### config.mk
export PLATFORM = sky130hd
export DESIGN_NAME = seq_nr_divider_flat
export DESIGN_NICKNAME = d
export VERILOG_FILES = /design/src/rtl/seq_nr_divider_if.sv /design/src/rtl/seq_nr_divider.sv /design/src/flat_wrapper.sv
export SDC_FILE = /design/constraint.sdc
export NUM_CORES = 1
export LEC_CHECK = 0
export ABC_AREA = 1
export ABC_CLOCK_PERIOD_IN_PS = 2500
export CAP_MARGIN = 25
export CORE_UTILIZATION = 55
export CTS_CLUSTER_DIAMETER = 30
export DETAILED_ROUTE_END_ITERATION = 7
export HOLD_SLACK_MARGIN = 0.05
export PLACE_DENSITY = 0.87
export SLEW_MARGIN = 5
export SYNTH_ARGS = -nofsm -noshare
export SYNTH_HDL_FRONTEND = slang
export SYNTH_SLANG_ARGS = --single-unit
### constraint.sdc
create_clock -name clk -period 2.5 [get_ports clk]
set_clock_uncertainty 0.2 [all_clocks]
set_input_delay 0.5 -clock clk [delete_from_list [all_inputs] [get_ports clk]]
set_output_delay 0.5 -clock clk [all_outputs]
set_load 0.02 [all_outputs]
### src/rtl/seq_nr_divider_if.sv
// seq_nr_divider_if: request/result bundle for the sequential divider.
// Handshake: the master raises start with dividend/divisor valid; the slave
// accepts it only while idle (busy low, state_dbg == 0). After acceptance
// busy stays high until the edge at which done pulses for one cycle.
// quotient/remainder/div_zero are valid from the done cycle and held until
// the next accepted start.
interface seq_nr_divider_if #(
  parameter int WIDTH = 6
);
  logic             start;
  logic [WIDTH-1:0] dividend;
  logic [WIDTH-1:0] divisor;
  logic             busy;
  logic             done;
  logic [WIDTH-1:0] quotient;
  logic [WIDTH-1:0] remainder;
  logic             div_zero;
  logic [1:0]       state_dbg;

  modport master (
    output start, dividend, divisor,
    input  busy, done, quotient, remainder, div_zero, state_dbg
  );

  modport slave (
    input  start, dividend, divisor,
    output busy, done, quotient, remainder, div_zero, state_dbg
  );
endinterface

### src/rtl/seq_nr_divider.sv
// seq_nr_divider: sequential non-restoring unsigned divider, one add/subtract
// row per clock, followed by a single remainder-correction step.
// Optional macro SEQ_DIV_ZERO_CHECK_EN: a zero divisor short-circuits to the
// result-commit step and raises div_zero; without it div_zero is tied low and
// a zero divisor runs the full sequence (quotient all ones, remainder dividend).
module seq_nr_divider #(
  parameter int WIDTH = 6
) (
  input  logic              clk,
  input  logic              rst_n,
  seq_nr_divider_if.slave   bus
);

  typedef enum logic [1:0] {
    S_IDLE = 2'd0,
    S_ITER = 2'd1,
    S_FIX  = 2'd2
  } state_t;

  localparam int              CNT_W = $clog2(WIDTH + 1);
  localparam logic [CNT_W-1:0] LAST = CNT_W'(WIDTH - 1);

  state_t           state_q, state_d;
  logic [WIDTH:0]   r_q, r_d;
  logic [WIDTH-1:0] q_q, q_d;
  logic [WIDTH-1:0] d_q, d_d;
  logic [CNT_W-1:0] cnt_q, cnt_d;
  logic             busy_q, busy_d;
  logic             done_q, done_d;
  logic [WIDTH-1:0] quot_q, quot_d;
  logic [WIDTH-1:0] rem_q, rem_d;

  logic [WIDTH:0]   d_ext;
  logic [WIDTH:0]   shifted_r;
  logic [WIDTH:0]   row_r;
  logic [WIDTH:0]   fix_r;

`ifdef SEQ_DIV_ZERO_CHECK_EN
  logic dz_q, dz_d;
  logic div_zero_q, div_zero_d;
  logic zero_div;
  assign zero_div = (bus.divisor == '0);
`endif

  // State and datapath registers, all cleared by the asynchronous reset.
  always_ff @(posedge clk or negedge rst_n) begin
    if (!rst_n) begin
      state_q <= S_IDLE;
      r_q     <= '0;
      q_q     <= '0;
      d_q     <= '0;
      cnt_q   <= '0;
      busy_q  <= 1'b0;
      done_q  <= 1'b0;
      quot_q  <= '0;
      rem_q   <= '0;
`ifdef SEQ_DIV_ZERO_CHECK_EN
      dz_q       <= 1'b0;
      div_zero_q <= 1'b0;
`endif
    end else begin
      state_q <= state_d;
      r_q     <= r_d;
      q_q     <= q_d;
      d_q     <= d_d;
      cnt_q   <= cnt_d;
      busy_q  <= busy_d;
      done_q  <= done_d;
      quot_q  <= quot_d;
      rem_q   <= rem_d;
`ifdef SEQ_DIV_ZERO_CHECK_EN
      dz_q       <= dz_d;
      div_zero_q <= div_zero_d;
`endif
    end
  end

  // Next state: accept in IDLE, WIDTH rows in ITER, one commit cycle in FIX.
  always_comb begin
    state_d = state_q;
    case (state_q)
      S_IDLE: begin
        if (bus.start) begin
`ifdef SEQ_DIV_ZERO_CHECK_EN
          state_d = zero_div ? S_FIX : S_ITER;
`else
          state_d = S_ITER;
`endif
        end
      end
      S_ITER:  if (cnt_q == LAST) state_d = S_FIX;
      S_FIX:   state_d = S_IDLE;
      default: state_d = S_IDLE;
    endcase
  end

  // Datapath: operand capture, one non-restoring row, final correction.
  always_comb begin
    d_ext     = {1'b0, d_q};
    shifted_r = {r_q[WIDTH-1:0], q_q[WIDTH-1]};
    // Sign of the previous partial remainder picks subtract vs add.
    row_r     = r_q[WIDTH] ? (shifted_r + d_ext) : (shifted_r - d_ext);
    fix_r     = r_q[WIDTH] ? (r_q + d_ext) : r_q;
    r_d       = r_q;
    q_d       = q_q;
    d_d       = d_q;
    cnt_d     = cnt_q;
    quot_d    = quot_q;
    rem_d     = rem_q;
`ifdef SEQ_DIV_ZERO_CHECK_EN
    dz_d       = dz_q;
    div_zero_d = div_zero_q;
`endif
    case (state_q)
      S_IDLE: begin
        if (bus.start) begin
          r_d   = '0;
          q_d   = bus.dividend;
          d_d   = bus.divisor;
          cnt_d = '0;
`ifdef SEQ_DIV_ZERO_CHECK_EN
          dz_d = zero_div;
          // Preload the known answer so the FIX commit needs no special case.
          if (zero_div) begin
            q_d = '1;
            r_d = {1'b0, bus.dividend};
          end
`endif
        end
      end
      S_ITER: begin
        r_d   = row_r;
        q_d   = {q_q[WIDTH-2:0], ~row_r[WIDTH]};
        cnt_d = cnt_q + CNT_W'(1);
      end
      S_FIX: begin
        r_d    = fix_r;
        quot_d = q_q;
        rem_d  = fix_r[WIDTH-1:0];
`ifdef SEQ_DIV_ZERO_CHECK_EN
        div_zero_d = dz_q;
`endif
      end
      default: ;
    endcase
  end

  // Outputs: busy whenever the next state is not IDLE; done follows FIX.
  always_comb begin
    busy_d = (state_d != S_IDLE);
    done_d = (state_q == S_FIX);
  end

  assign bus.busy      = busy_q;
  assign bus.done      = done_q;
  assign bus.quotient  = quot_q;
  assign bus.remainder = rem_q;
  assign bus.state_dbg = state_q;
`ifdef SEQ_DIV_ZERO_CHECK_EN
  assign bus.div_zero  = div_zero_q;
`else
  assign bus.div_zero  = 1'b0;
`endif

endmodule

### src/flat_wrapper.sv
// flat-port wrapper written by rule: the top's interface ports become plain ports
module seq_nr_divider_flat 
#(
  parameter int WIDTH = 6
)
  (clk, rst_n, bus_start, bus_dividend, bus_divisor, bus_busy, bus_done, bus_quotient, bus_remainder, bus_div_zero, bus_state_dbg);
  seq_nr_divider_if #(.WIDTH(WIDTH)) bus_i ();
  input  logic clk;
  input  logic rst_n;
  input wire logic [$bits(bus_i.start)-1:0] bus_start;
  input wire logic [$bits(bus_i.dividend)-1:0] bus_dividend;
  input wire logic [$bits(bus_i.divisor)-1:0] bus_divisor;
  output wire logic [$bits(bus_i.busy)-1:0] bus_busy;
  output wire logic [$bits(bus_i.done)-1:0] bus_done;
  output wire logic [$bits(bus_i.quotient)-1:0] bus_quotient;
  output wire logic [$bits(bus_i.remainder)-1:0] bus_remainder;
  output wire logic [$bits(bus_i.div_zero)-1:0] bus_div_zero;
  output wire logic [$bits(bus_i.state_dbg)-1:0] bus_state_dbg;
  assign bus_i.start = bus_start;
  assign bus_i.dividend = bus_dividend;
  assign bus_i.divisor = bus_divisor;
  assign bus_busy = bus_i.busy;
  assign bus_done = bus_i.done;
  assign bus_quotient = bus_i.quotient;
  assign bus_remainder = bus_i.remainder;
  assign bus_div_zero = bus_i.div_zero;
  assign bus_state_dbg = bus_i.state_dbg;
  seq_nr_divider #(.WIDTH(WIDTH)) u_core (.clk(clk), .rst_n(rst_n), .bus(bus_i));
endmodule
Word-level counts from Yosys, hierarchy flattened
Cells that the tools add are included.
Storage, ports and cells
  register bits: 38
  bits of input ports: 15
  output and inout bits: 17
  logic and storage cells: 36
Operators by class
  $add $sub $neg: 4
  equal/unequal tests: 4
  multiplexer cells: 11
  bitwise operators: 1
  reductions and logical operators: 7
Operators by type and width (number)
  2-to-1 mux 7 bit: 3
  one-hot mux 7 bit (3 select lines): 1
  adder 7 x 6 -> 7 bit: 2
  one-hot mux 6 bit (2 select lines): 1
  subtractor 7 x 6 -> 7 bit: 1
  2-to-1 mux 6 bit: 1
  one-hot mux 3 bit (2 select lines): 1
  AND reduction 2 bit: 3
  2-to-1 mux 2 bit: 2
  one-hot mux 2 bit (2 select lines): 1
  nonzero test 2 bit: 2
  adder 3 x 1 -> 3 bit, second input constant: 1
  equality test 3 bit, second input constant: 1
  2-to-1 mux 3 bit: 1
  nonzero test 3 bit: 1
  equality test 2 x 1 -> 1 bit, second input constant: 1
  equality test 2 bit, second input constant: 1
  zero test 2 bit: 1
  != test 2 bit, second input constant: 1
  inverter 1 bit: 1

Depth between registers and ports, before layout
Gate-level depths: netlist (run 1).
  depth after elaboration: 4
  mapped depth: 15
  mapped depth without buffers: 15

Least setup slack after synthesis (run 1)
Ideal clock, no wire load.
  path type: register to register
  start: register u_core.d_q[1]
  end: register u_core.r_q[4]
  library setup time: 0.065 ns
  arrival: 1.877 ns
  required time: 2.235 ns
  path slack: 0.359 ns
  stages on the path, launching flop included: 13
  buffers on the path: 0
  clock period less this slack: 2.141 ns
  path through: dfrtp_1 -> inv_1 -> ha_1 -> nand2_1 -> o21ai_0 -> fa_1 -> inv_1 -> nor2_1 -> o21ai_0 -> nand2_1 -> o21ai_0 -> nand2_1 -> nand2_1
Between the ends
  longest elaborated chain between the ends: 3
Ends and longest elaborated chain
  start: declaration: RTL line seq_nr_divider.sv:26  | logic [WIDTH-1:0] d_q, d_d;
  start signal: assignment: RTL line seq_nr_divider.sv:51  | d_q <= '0;
  start signal: assignment: RTL line seq_nr_divider.sv:65  | d_q <= d_d;
  adder 7 x 6 -> 7 bit, or another cell as far along: RTL line seq_nr_divider.sv:103  | fix_r = r_q[WIDTH] ? (r_q + d_ext) : r_q;
  2-to-1 mux 7 bit (on tied branches): RTL line seq_nr_divider.sv:103, seq_nr_divider.sv:102
  one-hot mux 7 bit (3 select lines) *: RTL line seq_nr_divider.sv:114  | case (state_q)
  end signal: assignment: RTL line seq_nr_divider.sv:63  | r_q <= r_d;
  end: declaration: RTL line seq_nr_divider.sv:24  | logic [WIDTH:0] r_q, r_d;
Mark *: on every way between the ends. The rest lies on a longest branch, timed or not.
A chain may end at the register's enable or synchronous reset.

Worst setup path in the final report (run 1)
  start: register u_core.d_q[1]
  end: register u_core.r_q[3]
Same word-level chain as after synthesis.

==> run_results.csv, run 1 <==
group,metric,value,unit
status,status,"completed",
cells_and_area,drive_above_1_share,9.28,%
yosys,ys_types,29,
detailed_routing,firstDrtPassIters,4,
floorplanning,num_io_pins,32,
detailed_routing,drtIter0Drc,144,
floorplanning,core_area,4060,sq um
clock_network,clk_pin_slew_worst_paths,0.08,ns
critical_path,worstPathArrival,2.40,ns
critical_path,critPathRequiredTime,2.53,ns
detailed_routing,vias,2118,
critical_path,cp.buffers_inverters,1,
detailed_routing,wl,5270,um
global_route,track_usage,25.1,%
clock_network,cts_buffers,5,
power_and_ir_drop,total_leakage_power,1.48,nW
yosys,ys_warn_count,0,
min_path,min_path_type,"primary input to asynchronous set/reset pin",
floorplanning,die_w,67.4,um
yosys,netlist_top_cells_count,"106 x nand2_1, 38 x dfrtp_1, 35 x inv_1",
critical_path,cp_cell_sequence,"inv_2, ha_2, xor2_1, a21oi_1, ha_1, nand2_1, nand2_1, a31oi_2, nor2_1, nor2_1, nand2_1, nand2_1, nand2_1, nand2_1",
placed_design,post-place-cells,384,
yosys,synth-main-ff-cell,"dfrtp_1",
global_route,grt_pass1_vias,1908,
power_and_ir_drop,powerDensity,1420,nW/um^2
yosys,ys_seq_elements,38,
critical_path,critPathTopFamily,"simple AND/OR/NAND/NOR gates",
yosys,synth_top_area_share,40.4,%
clock_network,clockRootBuffer,"clkbuf_8",
sta,worst_pin_slew,0.827,ns
yosys,synth_edf_count,0,
clock_network,clock_latency,0.29,ns
sta,slew_headroom,44.9,%
critical_path,timing.critical_path.mode_cell,"nand2_1",
critical_path,cp-start-kind,"flip-flop",
yosys,syn-cell-area,2350,sq um
placed_design,io_buffers,30,
detailed_routing,drc_errors,0,
critical_path,path_class,"flip-flop to flip-flop",
global_route,grt-ovfl-total,0,
clock_network,clkSinkCount,38,
critical_path,slowest_delay,0.44,ns
sta,final.period_utilization,94.5,%
clock_network,cts_max_level,2,
cells_and_area,fin_cells,395,
flow_run,maxCapViolCount,0,
critical_path,cp-end-kind,"flip-flop",
yosys,synth.most_common_cell,"nand2_1",
sta,finalSetupViolations,0,
critical_path,slowest_stage,"dfrtp_2",
detailed_routing,vias_per_cell,5.36,
yosys,synth_cells,308,
sta,fmax,423,MHz
power_and_ir_drop,p_total,4.00,mW
clock_network,clockBufferDepth,2,
cells_and_area,fillers,325,
cells_and_area,utilization,69.6,%
clock_network,cts_hold_buffers,0,
sta,slew_viol_final,0,
cells_and_area,nNetsFinal,380,
placed_design,gp_congestion,0.923,
placed_design,dpl.hpwl,3940,um
detailed_routing,wire_per_inst,13.3,um
critical_path,crit_path_max_fanout,5,
floorplanning,chipHeight,67.4,um
critical_path,critical_path_depth,14,
clock_network,cts_tree,"done",
critical_path,r2r_cells,14,
floorplanning,dieArea,4540,sq um
power_and_ir_drop,worst_ir_drop_vdd,0.947,mV
floorplanning,floorplan.initialDensity,57.9,%
sta,finalCriticalPeriod,2.36,ns
cells_and_area,num_antenna_cells,0,
yosys,synth-seq-area-share,40.4,%
cells_and_area,final_area,2820,sq um
placed_design,place_area,2690,sq um
cells_and_area,syn_to_final_growth,20.1,%
sta,whs,0.102,ns
yosys,yosys.area.top_type,"dfrtp_1",
global_route,antenna_found_initial,0,
floorplanning,rows,23,
sta,hold_viol_final,0,
yosys,ys_top_cells_by_area,"dfrtp_1 40%, nand2_1 17%, ha_1 10%, inv_1 5.6%, o21ai_0 4.9%",
detailed_routing,postRouteAntennaNets,0,
global_route,grt_max_degree,39,
global_route,grt_pass1_wl,8460,um
yosys,async_flop_share,100,%
yosys,syn_nets,344,
yosys,avgSynthCellArea,7.63,sq um
-- state kept, by name (all words and copies together), names as in the netlist --
register,count
u_core.bus.remainder,6
u_core.bus.done,1
u_core.bus.quotient,6
u_core.bus.state_dbg,2
u_core.cnt_q,3
u_core.q_q,6
u_core.bus.busy,1
u_core.r_q,7
u_core.d_q,6
-- layout by cell type, fill, tap and decap left out, drive strengths merged --
master           n
nand3b           1
nand4            3
a21oi           15
clkbuf           6
fa               2
a31o             1
xnor2            2
a31oi            3
nand2          109
inv             37
buf              8
nor3             3
or2              1
conb             1
clkinvlp         1
clkinv           2
o21ai           25
nand3           11
o211ai           5
clkdlybuf4s50   29
dfrtp           38
xor2             4
nor2            18
ha              19
o22ai            1
-- logic make-up after synthesis --
kind of cell | count (synthesis) | synth area share (%)
adders and majority gates | 21 | 11.8
and+or+nand+nor | 146 | 25.4
DFF | 38 | 40.4
AOI/OAI and AO/OA | 50 | 11.7
buffers and inverters | 46 | 8.25
other | 1 | 0.160
xor gates and xnor gates | 6 | 2.24
-- layer usage --
layer | part of all wire (%) | global-route usage [%]
met2 | 49 | 43.3
met4 | 1.6 | 7.98
met1 | 44 | 32.1
met3 | 5.3 | 3.89
met5 | 0 | 0
-- where the power goes --
part	internal, mW	switching (mW)
clock network	0.222	0.223
logic	0.985	1.46
registers	0.880	0.226
-- metrics by stage --
step           setup TNS [ns]  setup slack, ns
2_1_floorplan               0            0.359
3_3_place_gp                0            0.204
6_report                    0            0.138
5_1_grt               -0.0358          -0.0325
3_5_place_dp                0           0.0989
4_1_cts                     0           0.0638
-- layout make-up --
type | count | area [sq um] | share of cell area, %
clock buffers | 6 | 82.6 | 2.93
clock inverters | 2 | 12.5 | 0.443
inverters | 38 | 143 | 5.05
multi-input cells | 224 | 1220 | 43.3
flip-flops and latches | 38 | 952 | 33.7
well taps | 50 | 62.6 | 2.22
repair buffers | 37 | 348 | 12.3
-- what timing repair did --
item	CTS	global route
setup buffers	0	3
setup endpoints to repair	0	5
gates resized for setup	0	8
-- final timing paths --
kind	from	end	slack (ns)
min	rst_n	u_core.bus.remainder[2]	0.10
max reg2reg	u_core.d_q[1]	u_core.r_q[3]	0.14
max in group asynchronous	rst_n	u_core.d_q[1]	1.43
min in group clk	u_core.bus.quotient[2]	u_core.bus.quotient[2]	0.29
min reg2reg	u_core.bus.quotient[2]	u_core.bus.quotient[2]	0.29
max	u_core.d_q[1]	u_core.r_q[3]	0.14
Power figures use the tool's default switching activity.
==> inputs of run 2 (changes only) <==
- SLEW_MARGIN: 5 -> not set
==> results of run 2 <==
The final DEF is identical to that of run 1; final timing and power are the same.
==> inputs of run 3 (changes only) <==
- GPL_TIMING_DRIVEN: not set -> 0
- SLEW_MARGIN: not set -> 20
==> run 3 against run 2 <==
Cell area up 2.4%. Register-to-register slack worse by 0.02 ns. First-iteration DRC count up 23%. Maximum frequency down 0.73%. Die area unchanged. Global-route usage up 1.6 points. Wire length up 5.4%. Sequential power about the same. Sequential cell count unchanged. Worst hold slack better by 0.18 ns. Critical endpoint is now u_core.r_q[5]. Highest routed layer unchanged.
==> run_results.csv, run 3 (synthesized netlist as in run 1, its figures left out) <==
group,metric,value,unit
sta,final.period_utilization,95.2,%
global_route,grt_pass1_vias,1992,
cells_and_area,drive_above_1_share,9.71,%
critical_path,r2r_slack,0.12,ns
cells_and_area,num_antenna_cells,0,
power_and_ir_drop,powerDensity,1440,nW/um^2
detailed_routing,drc_errors,0,
critical_path,reg2reg_to,"u_core.r_q[5]",
critical_path,crit_start,"u_core.d_q[1]",
detailed_routing,firstDrtPassIters,6,
placed_design,dpl.hpwl,3990,um
placed_design,gp_congestion,0.908,
floorplanning,chipHeight,67.4,um
placed_design,io_buffers,30,
critical_path,cp_cell_sequence,"inv_1, ha_2, xor2_1, a21oi_1, ha_1, buf_4, nand4_1, nand3_1, nand2_1, nand3_1, nand2_1, nand2_1, nand2_1",
critical_path,cp-end-kind,"flip-flop",
critical_path,path_class,"flip-flop to flip-flop",
placed_design,place_area,2730,sq um
cells_and_area,final_area,2890,sq um
min_path,hp-start,"u_core.bus.remainder[3]",
detailed_routing,vias_per_cell,5.45,
floorplanning,dieArea,4540,sq um
clock_network,clk_pin_slew_worst_paths,0.08,ns
critical_path,slowest_delay,0.42,ns
flow_run,maxCapViolCount,0,
floorplanning,floorplan.initialDensity,57.9,%
cells_and_area,nNetsFinal,386,
min_path,min_path_type,"flip-flop to flip-flop",
clock_network,cts_max_level,2,
cells_and_area,mostFrequentLayoutCell,"nand2_1",
min_path,whs_endpoint,"u_core.bus.remainder[3]",
detailed_routing,postRouteAntennaNets,0,
critical_path,slowest_stage,"dfrtp_2",
detailed_routing,drtIter0Drc,177,
sta,fmax,420,MHz
floorplanning,num_io_pins,32,
critical_path,timing.critical_path.mode_cell,"nand2_1",
sta,hold_viol_final,0,
critical_path,r2r_cells,13,
global_route,grt_pass1_wl,8820,um
cells_and_area,largest_reg_flops,7,
floorplanning,rows,23,
min_path,hold_depth,2,
power_and_ir_drop,p_total,4.15,mW
status,status,"completed",
clock_network,clkSinkCount,38,
floorplanning,core_area,4060,sq um
clock_network,clockBufferDepth,2,
critical_path,critPathRequiredTime,2.48,ns
cells_and_area,final_cell_mix,"106 x nand2_1, 37 x dfrtp_1, 35 x inv_1",
floorplanning,die_w,67.4,um
critical_path,cp-start-kind,"flip-flop",
critical_path,rr_startpoint,"u_core.d_q[1]",
detailed_routing,vias,2181,
critical_path,worstPathArrival,2.36,ns
sta,finalSetupViolations,0,
clock_network,cts_buffers,5,
power_and_ir_drop,worst_ir_drop_vdd,0.811,mV
sta,slew_viol_final,0,
cells_and_area,syn_to_final_growth,23.0,%
cells_and_area,fillers,319,
global_route,antenna_found_initial,0,
global_route,grt_max_degree,32,
cells_and_area,largest_register,"u_core.r_q",
clock_network,cts_tree,"done",
detailed_routing,wl,5550,um
global_route,track_usage,26.8,%
detailed_routing,wire_per_inst,13.9,um
clock_network,clockRootBuffer,"clkbuf_8",
clock_network,clock_latency,0.29,ns
global_route,grt-ovfl-total,0,
sta,finalCriticalPeriod,2.38,ns
power_and_ir_drop,total_leakage_power,1.52,nW
critical_path,crit_path_max_fanout,4,
[run 3: stage by stage]
step	utilization [%]	hold slack (ns)	std cells	worst slack (ns)	setup TNS (ns)
floorplan	-	0.00441	308	0.359	0
global placement	66.9	0.265	388	-0.154	-5.76
detailed placement	67.3	0.173	389	0.152	0
CTS	70.3	0.284	397	0.114	0
global route	71.3	0.319	400	-0.0171	-0.0324
finish	71.3	0.278	400	0.120	0
[run 3: critical path, delay by kind of cell (launching register included)]
family / cells / cell delay, ns
buffers and inverters: 2 / 0.24
XOR/XNOR: 1 / 0.17
AO/OA/AOI/OAI: 1 / 0.09
AND/OR/NAND/NOR: 7 / 0.54
adder cells (fa/ha/maj): 2 / 0.59
flip-flops: 1 / 0.42
[run 3: final cells by class]
type	count	area [sq um]	area share, %
clock inverter	1	30.0	1.04
sequential	38	952	32.9
buffer	8	51.3	1.77
tap	50	62.6	2.16
multi-input combinational	224	1220	42.3
clock buffer	6	82.6	2.86
timing repair buffer	35	348	12.0
inverter	38	143	4.93
[run 3: report_power, final]
part	switching, mW	total [mW]	internal, mW	leakage [nW]
Sequential	0.214	1.09	0.880	0.485
Combinational	1.51	2.52	1.01	0.980
Clock	0.216	0.535	0.319	0.0573
[run 3: how the worst max path moves through the flow]
stage,end,slack (ns),cells past startpoint
after floorplan,u_core.r_q[4],0.36,12
final,u_core.r_q[5],0.12,13
after detailed placement,u_core.r_q[4],0.15,12
after CTS,u_core.r_q[4],0.11,12
after global routing,u_core.r_q[5],-0.02,14
after global placement,u_core.d_q[1],-0.15,1
[run 3: routing by layer]
layer  vias up  track usage (%)  routed length (um)
li1       1065                -                   -
met4         0             12.2                 123
met2        84             45.1                2740
met5         -                0                   0
met1      1016             33.0                2320
met3        16             5.07                 371
[run 3: what timing repair did]
item,CTS,global route
setup buffers,0,3
hold buffers,1,0
endpoints found under the setup margin,0,5
hold endpoints to repair,7,0
resized for setup,0,5
==> RTL change 1: new RTL, config.mk and constraints of run 3 <==
The option `SEQ_DIV_ZERO_CHECK_EN` is turned on by a define.
--- a/src/rtl/seq_nr_divider.sv
+++ b/src/rtl/seq_nr_divider.sv
@@ -4,4 +4,6 @@
 // result-commit step and raises div_zero; without it div_zero is tied low and
 // a zero divisor runs the full sequence (quotient all ones, remainder dividend).
+`define SEQ_DIV_ZERO_CHECK_EN
+
 module seq_nr_divider #(
   parameter int WIDTH = 6
Behaviour: not the same (Yosys sat finds a counterexample within 4 cycles, from zero or initial values and one cycle with rst_n low).
==> RTL change 1 against run 3 <==
  * Setup slack lost 0.0039 ns
  * Critical path type unchanged
  * Sequential power increased by 6%
  * Synthesized cell count is 6.5% higher
  * Power is 2.4% higher
  * Synthesized area rose by 7.5%
  * Routed wire length up 12%
  * Die area grew 7.3%
  * Sequential cell count rose by 2
  * Largest cell class unchanged
  * Design area increased by 6.7%
  * First-iteration DRC count grew 15%
==> RTL change 1: results (changes against run 3) <==
Layout
  • # clk buffers: 5 (was 6)
  • Logic inverters: 36 (was 38)
  • Register area: 0.00100 mm^2 (was 952 um^2)
  • Fillers: 343 (was 319)
  • Clk tree area frac: 3.73% (was 3.89%)
  • Final Cell Area: 0.00308 mm^2 (was 0.00289 mm^2)
  • Multi-In Gates: 245 (was 224)
  • Buffering overhead: 12.5% (was 13.8%)
  • Bufs w/o clock: 41 (was 43)

Setup path
  • Worst path max stage delay: 0.44 ns (was 0.42 ns)
  • Worst setup startpoint: u_core.d_q[0] (was u_core.d_q[1])
  • R2R depth: 14 (was 13)
  • CP Max Fanout: 6 (was 4)
  • Levels on crit path: 14 (was 13)
  • Worst reg2reg startpoint: u_core.d_q[0] (was u_core.d_q[1])
  • Crit path max-delay family: simple AND/OR/NAND/NOR gates (was adder cells)
  • RR Endpoint: u_core.r_q[6] (was u_core.r_q[5])

Global routing
  • Met3 GRT Util: 3.49% (was 5.07%)
  • Vias in the first global route: 2111 (was 1992)
  • Largest net degree at the start of global routing: 34 (was 32)
  • M2 GR Usage: 42.3% (was 45.1%)
  • Initial antenna violation count: 0 (unchanged)
  • Met1 Resource Use GR: 34.8% (was 33.0%)
  • Global Route Usage Sum: 25.8% (was 26.8%)

Placement
  • PortBufs: 31 (was 30)
  • HPWL Detailed: 4330 um (was 3990 um)
  • Placed Cells: 412 (was 389)
  • GP Congestion: 0.924 (was 0.908)
  • Placed Area: 0.00292 mm^2 (was 0.00273 mm^2)
  • Worst slack, placed: 0.0761 ns (was 0.152 ns)

Power and ir drop
  • Peak VDD IR: 0.825 mV (was 0.811 mV)
  • Leakage: 1.58 nW (was 1.52 nW)
  • Internal power: 0.00222 W (was 0.00221 W)

Logic synthesis
  • Post-synth cell types: 33 (was 29)
  • #FFs+latches synth: 40 (was 38)
  • Syn avg cell area: 7.71 um^2 (was 7.63 um^2)
  • Synth top cells by count: 110 x nand2_1, 40 x dfrtp_1, 30 x inv_1 (was 106 x nand2_1, 38 x dfrtp_1, 35 x inv_1)
  • Mapped Nets: 364 (was 344)
  • Register area share after synthesis: 39.6% (was 40.4%)
  • Mapped Cells: 328 (was 308)

Drt
  • Starting DRT DRC Count: 203 (was 177)
  • WL met2: 3060 um (was 2740 um)
  • Via count: 2368 (was 2181)
  • DR vias/cell: 5.61 (was 5.45)
  • DR pass1 iterations: 5 (was 6)
  • Met3 WL: 475 um (was 371 um)
  • M1 WL: 2550 um (was 2320 um)
  • Final WL: 6220 um (was 5550 um)

Hold path
  • Min-delay src: u_core.bus.quotient[3] (was u_core.bus.remainder[3])
  • Hold EP: u_core.bus.quotient[3] (was u_core.bus.remainder[3])

Timing
  • Min Tclk post-route: 2.38 ns (about the same)
  • Fin Hold WS: 0.274 ns (was 0.278 ns)

Clock network
  • Post-CTS Hold Fix Bufs: 1 (unchanged)

Run status
  • Outcome: finished, final reports clean (unchanged)
## RTL change 1: cell count changes after synthesis, moves of 3 or more
cell / change
nand3b_1: +3
o21ai_1: +5
nand3_1: +6
nand2_1: +4
inv_1: -5
inv_2: +3
a21oi_1: +9
o21ai_0: -6
## RTL change 1: power groups by stage
| stage | Combinational [W] | Sequential, W | Clock, W |
|---|---|---|---|
| 2_1_floorplan | 0.00163 | 0.00120 | 0 |
| 3_3_place_gp | 0.00223 | 0.00113 | 0 |
| 3_5_place_dp | 0.00232 | 0.00115 | 0 |
| 4_1_cts | 0.00237 | 0.00114 | 0.000555 |
| 5_1_grt | 0.00281 | 0.00119 | 0.000583 |
| 6_report | 0.00254 | 0.00115 | 0.000557 |
## RTL change 1: kinds of logic after synthesis
kind of cell	share of synthesized area [%]
adders and majority gates	11.0
AOI/OAI and AO/OA	12.3
and+or+nand+nor	28.3
xor gates and xnor gates	1.73
buffers and inverters	7.08
DFF	39.6
==> RTL change 2: new RTL, settings of run 3 <==
Made on the original files. Make the reset (`rst_n`) synchronous in one clocked block. Comments in the files are not updated.
--- a/src/rtl/seq_nr_divider.sv
+++ b/src/rtl/seq_nr_divider.sv
@@ -44,5 +44,5 @@
 
   // State and datapath registers, all cleared by the asynchronous reset.
-  always_ff @(posedge clk or negedge rst_n) begin
+  always_ff @(posedge clk) begin
     if (!rst_n) begin
       state_q <= S_IDLE;
Check against the original RTL: differs if rst_n is asserted again (counterexample within 4 cycles, from zero or initial values and one cycle with rst_n low); with rst_n held inactive, the same outputs for 10 cycles.
==> RTL change 2 against run 3 <==
  * Non-clock buffer count decreased by 1
  * Worst hold slack got worse by 0.011 ns
  * Final cell count rose by 2.8%
  * Routed wire length fell by 3.4%
  * Sequential cell count stayed put
  * Count of clock-buffer cells in the layout rose by 1
  * Setup slack improved by 0.048 ns
  * Sequential share of layout area shrank 5.0 points
  * Design area shrank 5.4%
  * Synthesized area is 4.9% lower
Power is not compared: it rests on default switching activity, and its combinational part moved more than twofold at a synthesized area within 25%.
==> RTL change 2: results (changes against run 3) <==
Hold path
  • Min-delay src: u_core.bus.remainder[2] (was u_core.bus.remainder[3])
  • Hold EP: u_core.bus.remainder[2] (was u_core.bus.remainder[3])

Placement
  • PortBufs: 29 (was 30)
  • HPWL Detailed: 3870 um (was 3990 um)
  • Placed Cells: 401 (was 389)
  • GP Congestion: 0.947 (was 0.908)

Drt
  • DR pass1 iterations: 5 (was 6)
  • DR vias/cell: 5.33 (was 5.45)
  • Starting DRT DRC Count: 146 (was 177)
  • Routed len/inst: 13.1 um (was 13.9 um)

Setup path
  • R2R depth: 15 (was 13)
  • Worst path max stage delay: 0.39 ns (was 0.42 ns)
  • FF-to-FF setup slack: 0.17 ns (was 0.12 ns)
  • CP arrival: 2.35 ns
  • Critical-path top delay cell: ha_1 (was dfrtp_2)
  • Worst reg2reg startpoint: u_core.d_q[1] (unchanged)
  • CP Max Fanout: 5 (was 4)

Logic synthesis
  • Mapped Cells: 324 (was 308)
  • Synth area leaders: dfxtp_1 34%, nand2_1 14%, ha_1 11%, a21oi_1 6.7%, nor2_1 6.4% (was dfrtp_1 40%, nand2_1 17%, ha_1 10%, inv_1 5.6%, o21ai_0 4.9%)
  • Register area share after synthesis: 34.0% (was 40.4%)
  • FFs w/ async S/R, synth: 0% (was 100%)
  • Most common flop cell mapped by yosys: dfxtp_1 (was dfrtp_1)
  • Post-synth top area share: 34.0% (was 40.4%)
  • Post-synth cell types: 28 (was 29)
  • Synth top cells by count: 82 x nand2_1, 38 x dfxtp_1, 38 x nor2_1 (was 106 x nand2_1, 38 x dfrtp_1, 35 x inv_1)
  • Mapped Nets: 360 (was 344)

Global routing
  • Vias in the first global route: 1952 (was 1992)
  • First-pass GRT wire length: 8740 um (was 8820 um)
  • Global Route Usage Sum: 26.3% (was 26.8%)

Layout
  • Non-Filler Instances: 411 (was 400)
  • Fillers: 314 (was 319)
  • Share of cells above drive strength 1: 7.99% (was 9.71%)
  • Antenna diodes: 0 (unchanged)

Clock network
  • Worst-path clk slew: 0.07 ns

Timing
  • Fin Hold WS: 0.267 ns (was 0.278 ns)

Run status
  • Outcome: finished, final reports clean (unchanged)
[RTL change 2: cell types whose count changed in the layout (fill, tap and decap cells not counted), sizes merged, moves of 4 or more]
cell and delta:
a21oi +15, a31oi +4, nor2 +21, nand2 -26, o211ai -4, dfxtp +38
dfrtp -38
[RTL change 2: final cells by class]
class / instances / area share [%]
buffer: 11 / 2.06
multi-input combinational: 240 / 48.0
clock inverter: 1 / 1.10
timing repair buffer: 31 / 11.2
tap: 48 / 2.20
clock buffer: 7 / 2.79
sequential: 38 / 27.9
inverter: 35 / 4.80
[RTL change 2: worst max-delay path: cells and delay by family, from the launching register on]
kind / cells / cell delay (ns)
compound gates: 2 / 0.21
xor+xnor: 1 / 0.16
fa+ha+maj: 2 / 0.55
buf+inv: 2 / 0.15
flops: 1 / 0.34
simple gates: 8 / 0.66
[RTL change 2: worst max path at each step]
| stage | end | depth (start not counted) | from | slack [ns] |
|---|---|---|---|---|
| floorplan | u_core.r_q[4] | 12 | u_core.d_q[0] | 0.33 |
| global placement | u_core.r_q[6] | 12 | u_core.d_q[0] | 0.16 |
| detailed placement | u_core.r_q[6] | 12 | u_core.d_q[0] | 0.12 |
| CTS | u_core.r_q[3] | 14 | u_core.d_q[0] | 0.06 |
| global route | u_core.r_q[6] | 15 | u_core.d_q[1] | -0.005 |
| finish | u_core.r_q[6] | 15 | u_core.d_q[1] | 0.17 |
[RTL change 2: what timing repair did]
| item | in CTS | in global routing |
|---|---|---|
| setup endpoints to repair | 0 | 5 |
| gates resized for setup | 0 | 10 |
| buffers inserted | 0 | 2 |
[RTL change 2: logic make-up after synthesis]
| kind of cell | share of synthesized area [%] |
|---|---|
| compound gates | 16.6 |
| xor+xnor | 2.35 |
| fa+ha+maj | 12.4 |
| buf+inv | 8.40 |
| flops | 34.0 |
| other cells | 0.168 |
| simple gates | 26.0 |
[RTL change 2: per-stage QoR]
stage               area, um^2  power (W)
finish                    2740    0.00150
global route              2740    0.00158
CTS                       2690    0.00148
detailed placement        2580   0.000971
global placement          2580   0.000963
floorplan                 2230   0.000888
[RTL change 2: metal layers]
layer  track usage [%]  wire length, um  vias up
met5                 0                0        -
met4              6.25               64        0
met3              4.69              267        7
met2              42.7             2440       47
met1              35.6             2590     1009
li1                  -                -     1127
[RTL change 2: power groups by stage]
| stage | clock network (W) | registers, W | logic, W |
|---|---|---|---|
| after global routing | 0.000546 | 0.000667 | 0.000368 |
| after global placement | 0 | 0.000673 | 0.000290 |
| after floorplan | 0 | 0.000670 | 0.000219 |
| final | 0.000510 | 0.000663 | 0.000327 |
| after CTS | 0.000516 | 0.000660 | 0.000302 |
| after detailed placement | 0 | 0.000674 | 0.000296 |
